## config.mk

```make
export PLATFORM = sky130hd
export DESIGN_NAME = mul_iter_ctrl
export DESIGN_NICKNAME = d
export VERILOG_FILES = /design/src/rtl/mul_iter_ctrl.sv
export SDC_FILE = /design/constraint.sdc
export NUM_CORES = 1
export LEC_CHECK = 0
export CAP_MARGIN = 20
export CORE_UTILIZATION = 45
export CTS_CLUSTER_DIAMETER = 200
export DETAILED_ROUTE_END_ITERATION = 7
export HOLD_SLACK_MARGIN = 0.15
export PLACE_DENSITY = 0.81
export SYNTH_ARGS = -nofsm -noshare
export SYNTH_HDL_FRONTEND = slang
export SYNTH_SLANG_ARGS = --single-unit
```

## constraint.sdc

```tcl
create_clock -name clk -period 3.8 [get_ports clk]
set_input_delay 0.76 -clock clk [delete_from_list [all_inputs] [get_ports clk]]
set_output_delay 0.76 -clock clk [all_outputs]
set_load 0.05 [all_outputs]
```

## src/rtl/mul_iter_ctrl.sv

```systemverilog
// Sequencing controller for the iterative shift-add multiplier in EX.
// Issues load/step/negate strobes and stalls the front of the pipe until the product is ready.
module mul_iter_ctrl #(
    parameter  int XLEN            = 32,
    parameter  int STEPS_PER_CYCLE = 1,
    localparam int N               = XLEN / STEPS_PER_CYCLE,
    localparam int CNT_W           = $clog2(N)
) (
    input  logic             clk,
    input  logic             rst,
    input  logic             mul_req,
    input  logic [2:0]       funct3,
    input  logic             rs1_sign,
    input  logic             rs2_sign,
    input  logic             flush,
    output logic             stall_o,
    output logic             busy,
    output logic             dp_load,
    output logic             dp_abs1,
    output logic             dp_abs2,
    output logic             dp_step,
    output logic             dp_neg,
    output logic             dp_sel_hi,
    output logic             result_valid,
    output logic [CNT_W-1:0] step_cnt
);

    typedef enum logic [1:0] {
        IDLE = 2'd0,
        RUN  = 2'd1,
        FIX  = 2'd2,
        DONE = 2'd3
    } state_t;

    localparam logic [CNT_W-1:0] LAST_STEP = CNT_W'(N - 1);

    state_t           state_reg, state_next;
    logic [CNT_W-1:0] step_cnt_reg, step_cnt_next;
    logic             neg_pend_reg, neg_pend_next;
    logic             sel_hi_reg, sel_hi_next;
    logic             accept;

    // Gated by rst so the load strobe cannot fire while reset is held.
    assign accept = (state_reg == IDLE) & mul_req & ~funct3[2] & ~flush & rst;

    always_ff @(posedge clk or negedge rst) begin
        if (!rst) begin
            state_reg    <= IDLE;
            step_cnt_reg <= '0;
            neg_pend_reg <= 1'b0;
            sel_hi_reg   <= 1'b0;
        end else begin
            state_reg    <= state_next;
            step_cnt_reg <= step_cnt_next;
            neg_pend_reg <= neg_pend_next;
            sel_hi_reg   <= sel_hi_next;
        end
    end

    always_comb begin
        state_next    = state_reg;
        step_cnt_next = step_cnt_reg;
        neg_pend_next = neg_pend_reg;
        sel_hi_next   = sel_hi_reg;
        stall_o       = 1'b0;
        dp_load       = 1'b0;
        dp_abs1       = 1'b0;
        dp_abs2       = 1'b0;
        dp_step       = 1'b0;
        dp_neg        = 1'b0;
        dp_sel_hi     = 1'b0;
        result_valid  = 1'b0;

        case (state_reg)
            IDLE: begin
                if (accept) begin
                    dp_load       = 1'b1;
                    stall_o       = 1'b1;
                    // MULH negates both operands; MULHSU only rs1; MUL/MULHU never.
                    dp_abs1       = rs1_sign & ((funct3 == 3'b001) | (funct3 == 3'b010));
                    dp_abs2       = rs2_sign & (funct3 == 3'b001);
                    neg_pend_next = dp_abs1 ^ dp_abs2;
                    sel_hi_next   = (funct3 != 3'b000);
                    step_cnt_next = '0;
                    state_next    = RUN;
                end
            end
            RUN: begin
                dp_step = 1'b1;
                stall_o = 1'b1;
                if (flush) begin
                    step_cnt_next = '0;
                    state_next    = IDLE;
                end else if (step_cnt_reg == LAST_STEP) begin
                    step_cnt_next = '0;
                    state_next    = neg_pend_reg ? FIX : DONE;
                end else begin
                    step_cnt_next = step_cnt_reg + 1'b1;
                end
            end
            FIX: begin
                dp_neg     = 1'b1;
                stall_o    = 1'b1;
                state_next = flush ? IDLE : DONE;
            end
            DONE: begin
                // Flush is ignored here: the result commits as the pipe advances.
                result_valid = 1'b1;
                dp_sel_hi    = sel_hi_reg;
                state_next   = IDLE;
            end
            default: begin
                state_next    = IDLE;
                step_cnt_next = '0;
            end
        endcase
    end

    assign busy     = (state_reg != IDLE);
    assign step_cnt = step_cnt_reg;

endmodule

```

* Word level (Yosys, flattened, before mapping)
Cells that the tools add are included.
** Storage, ports and cells
- Register bits after elaboration :: 9
- Bits of input ports :: 9
- Word-level logic and storage cells :: 52
** Cells by class
- $add $sub $neg :: 1
- Equality and inequality tests :: 8
- Muxes and demuxes :: 21
- Bitwise gates (word level) :: 10
- Reduce and logical (&&, ||, !) cells :: 8
** Operator list (number)
- 5-bit two-way mux :: 3
- 1-bit two-way mux :: 11
- 5-bit case mux with 2 select lines :: 1
- 2-bit two-way mux :: 4
- 2-bit case mux with 4 select lines :: 1
- 1-bit AND :: 6
- 2-bit AND reduction :: 3
- 5-bit by 1-bit adder with 5-bit output, second input constant :: 1
- 5-bit equality test, second input constant :: 1
- 2-bit equality test, second input constant :: 2
- 2-bit nonzero test :: 2
- 3-bit by 1-bit equality test with 1-bit output, second input constant :: 1
- 3-bit by 2-bit equality test with 1-bit output, second input constant :: 1
- 3-bit inequality test, second input constant :: 1
- 3-bit nonzero test :: 1
- 2-bit by 1-bit equality test with 1-bit output, second input constant :: 1
- 2-bit logical NOT :: 1
- 2-bit inequality test, second input constant :: 1
- 1-bit NOT :: 2
- 1-bit case mux with 2 select lines :: 1
- 2-bit OR reduction :: 1
- 1-bit bitwise OR :: 1
- 1-bit bitwise XOR :: 1

* Depth between registers and ports, before layout
- Word-level depth :: 7
- Depth in mapped cells :: 7

* Worst setup path before layout
Ideal clock, no wire load.
- Kind :: input port to output port
- Start :: in funct3[2]
- End :: out dp_abs1
- Arrival time :: 2814 ps
- Slack :: 226 ps
- Stages :: 3
- Path buffers :: 0
- Cells stage by stage :: and4bb_2 -> nand2_1 -> nor4b_1
** Between the ends
- Cells in the longest elaborated chain, start to end :: 6
** RTL lines
- start, declared :: RTL line 12 : input logic [2:0] funct3,
- 1-bit NOT :: RTL line 44 : assign accept = (state_reg == IDLE) & mul_req & ~funct3[2] & ~flush & rst;
- 1-bit AND (3 in a row) :: RTL line 44
- 1-bit two-way mux * :: RTL line 76 : if (accept) begin
- 1-bit two-way mux * :: RTL line 74 : case (state_reg)
- end, declared :: RTL line 19 : output logic dp_abs1,
Every way passes the cells marked *; elsewhere a longest branch is shown, timed or not.

* Worst setup path in the final report
- Start :: in flush
- End :: out dp_abs1
** Between the ends
- Cells in the longest elaborated chain, start to end :: 5
** RTL lines
- start, declared :: RTL line 15 : input logic flush,
- 1-bit NOT :: RTL line 44
- 1-bit AND (2 in a row) :: RTL line 44
- 1-bit two-way mux :: RTL line 76
- 1-bit two-way mux :: RTL line 74
No other way between the ends.

==> impl_metrics.py <==
metrics = {
    "pwr": {
        "power.leakage_uw": 0.0004197,
        "peakVddDrop_mv": 0.5170,
        "power.density_nw_per_um2": 758.5,
    },
    "cts": {
        "clockBufferDepth": 2,
        "cts_hold_buf": 0,
        "cts_setup_buffers": 0,
        "cts.htree.levels": 1,
        "clock_sinks": 9,
        "clkLatencyLatePin_ps": 260,
        "clk_pin_slew_ps": 60,
        "cts_tree": "yes",
        "cts_root_buffer": "clkbuf_4",
        "cts_buffers": 3,
        "postCtsResizedCells": 0,
    },
    "placed_design": {
        "gp_congestion": 0.7499,
        "dpl_cell_area_um2": 869.6,
        "placed_cells": 103,
        "io_buffer_count": 22,
        "dpl.hpwl_um": 1051,
        "place_ws_ps": 627.4,
    },
    "layout": {
        "num-nets-final": 110,
        "antenna_cells": 0,
        "fin_area_um2": 895.9,
        "syn2layout_area_growth_pct": 47.02,
        "largest_register_ffs": 5,
        "fin_cells": 107,
        "layout_commonest_cell": "clkdlybuf4s50_1",
        "drive_gt1_share_pct": 12.90,
        "most-common-layout-cells": "clkdlybuf4s50_1, nand2_1, dfrtp_1",
    },
    "timing": {
        "rsz0062_at_grt": "false",
        "fmax_ghz": 0.3131,
        "setup-tns-final_ps": 0,
        "drv_slew": 0,
        "setup-violations-final": 0,
        "slew_headroom_pct": 52.65,
        "fin_crit_sh_pct": 84.06,
        "worst_slack_ps": 605.8,
        "finalClockSkew_ps": 3.694,
        "holdWs_ps": 511.4,
        "hold_viol_final": 0,
        "period_needed_ps": 3194,
        "worstMarginPinSlew_ps": 690.5,
    },
    "setup_path": {
        "required_ps": 3040,
        "path_class": "in -> out",
        "path_max_fanout": 5,
        "worstPathArrival_ps": 2430,
        "start_kind": "input port",
        "end_kind": "output pin",
    },
    "yosys": {
        "synth_top_area_cell": "dfrtp_1",
        "syn_area_um2": 609.3,
        "ys_types": 28,
        "yosys_warnings": 0,
        "ys_top_cells_by_area": "dfrtp_1, ha_1, o21ai_0",
        "syn_area_per_cell_um2": 9.232,
        "yosysSeqAreaShare_pct": 36.96,
        "synth_top_area_share_pct": 36.96,
        "syn_nets": 82,
        "syn_inst": 66,
        "synth-seq-cells": 9,
    },
    "drt": {
        "dr.first_iter.drc_count": 10,
        "drc_errors": 0,
        "vias": 550,
        "via_per_inst": 5.140,
        "drt-total-wl_um": 1345,
        "wl_per_cell_um": 12.57,
        "drt_first_pass_iters": 2,
        "postRouteAntennaNets": 0,
    },
    "run_status": {
        "status": "completed",
    },
    "global_routing": {
        "grt_first_pass_wirelength_um": 2214,
        "grt_overflow": 0,
        "grtUsageTotal_pct": 21.75,
        "grt_pass1_vias": 511,
        "grt_max_degree": 11,
        "antenna_found_initial": 0,
    },
    "floorplan": {
        "die_y_um": 38.80,
        "io_pins": 23,
        "die_area_um2": 1505,
        "start_util_pct": 51.37,
        "die_w_um": 38.80,
        "coreArea_um2": 1186,
        "fp-row-count": 12,
    },
    "run": {
        "maxCapViolCount": 0,
    },
    "min_path": {
        "min_path_type": "reg -> reg",
    },
}
-- through the flow --
step	total power, µW	util (%)
5_1_grt	722.4	75.53
4_1_cts	679.5	75.53
2_1_floorplan	472.6	-
6_report	679.5	75.53
3_3_place_gp	596.5	73.31
3_5_place_dp	601.6	73.31
-- layout make-up --
| class | instances | area [µm²] |
|---|---|---|
| multi-input combinational | 51 | 361.6 |
| fill | 93 | 290.3 |
| timing repair buffer | 23 | 242.7 |
| sequential | 9 | 225.2 |
| clock buffer | 4 | 26.28 |
| inverter | 6 | 22.52 |
| tap | 14 | 17.52 |
-- per-layer routing --
| layer | share of wire (%) | vias to the layer above | track usage, % |
|---|---|---|---|
| li1 | - | 286 | - |
| met1 | 48 | 251 | 27.01 |
| met2 | 47 | 11 | 36.25 |
| met3 | 4.2 | 2 | 6.936 |
| met4 | 0.30 | 0 | 5.172 |
| met5 | 0 | - | 0 |
-- cells by family (layout without fill, tap and decap cells) --
group / Yosys count / count (layout) / synth area share [%]
multiplexers: 3 / 3 / 5.339
adder cells (fa/ha/maj): 7 / 7 / 14.37
flip-flops: 9 / 9 / 36.96
AND/OR/NAND/NOR: 25 / 25 / 23.00
buffers and inverters: 6 / 33 / 3.696
AO/OA/AOI/OAI: 14 / 14 / 13.76
XOR/XNOR: 2 / 2 / 2.875
-- power by group --
group	internal, µW	switching, µW
Combinational	161	289
Sequential	127	28.2
Clock	40.6	34.6
-- cell usage after synthesis --
master	number
a21o_1	1
a21oi_1	2
and2_1	1
and2b_1	1
and3_1	1
and4bb_2	1
dfrtp_1	9
ha_1	7
inv_1	6
mux2_2	2
mux2i_1	1
nand2_1	9
nand3_1	1
nand3b_1	1
nor2_1	3
nor2b_1	1
nor3_1	2
nor4_1	1
nor4b_1	1
o211ai_1	1
o21a_1	1
o21ai_0	7
o21bai_1	1
o41ai_1	1
or3b_4	1
or4_1	1
xnor2_1	1
xor2_1	1
-- critical path, stage by stage --
cell and delay [ps]:
clkdlybuf4s50_1 480, and4bb_2 370, nand2_1 130, nor4b_1 490
buf_12 210
-- worst paths after layout --
path | startpoint | to | slack (ps) | depth (start not counted)
worst max-delay path | flush | dp_abs1 | 610 | 5
worst min register to register | neg_pend_reg | neg_pend_reg | 510 | 1
worst min-delay path | neg_pend_reg | neg_pend_reg | 510 | 1
worst max register to register | step_cnt[0] | step_cnt[3] | 1700 | 6
min in group asynchronous | rst | sel_hi_reg | 830 | 2
max in group asynchronous | rst | step_cnt[0] | 2840 | 2
No activity file was read; power rests on OpenSTA's default activity.
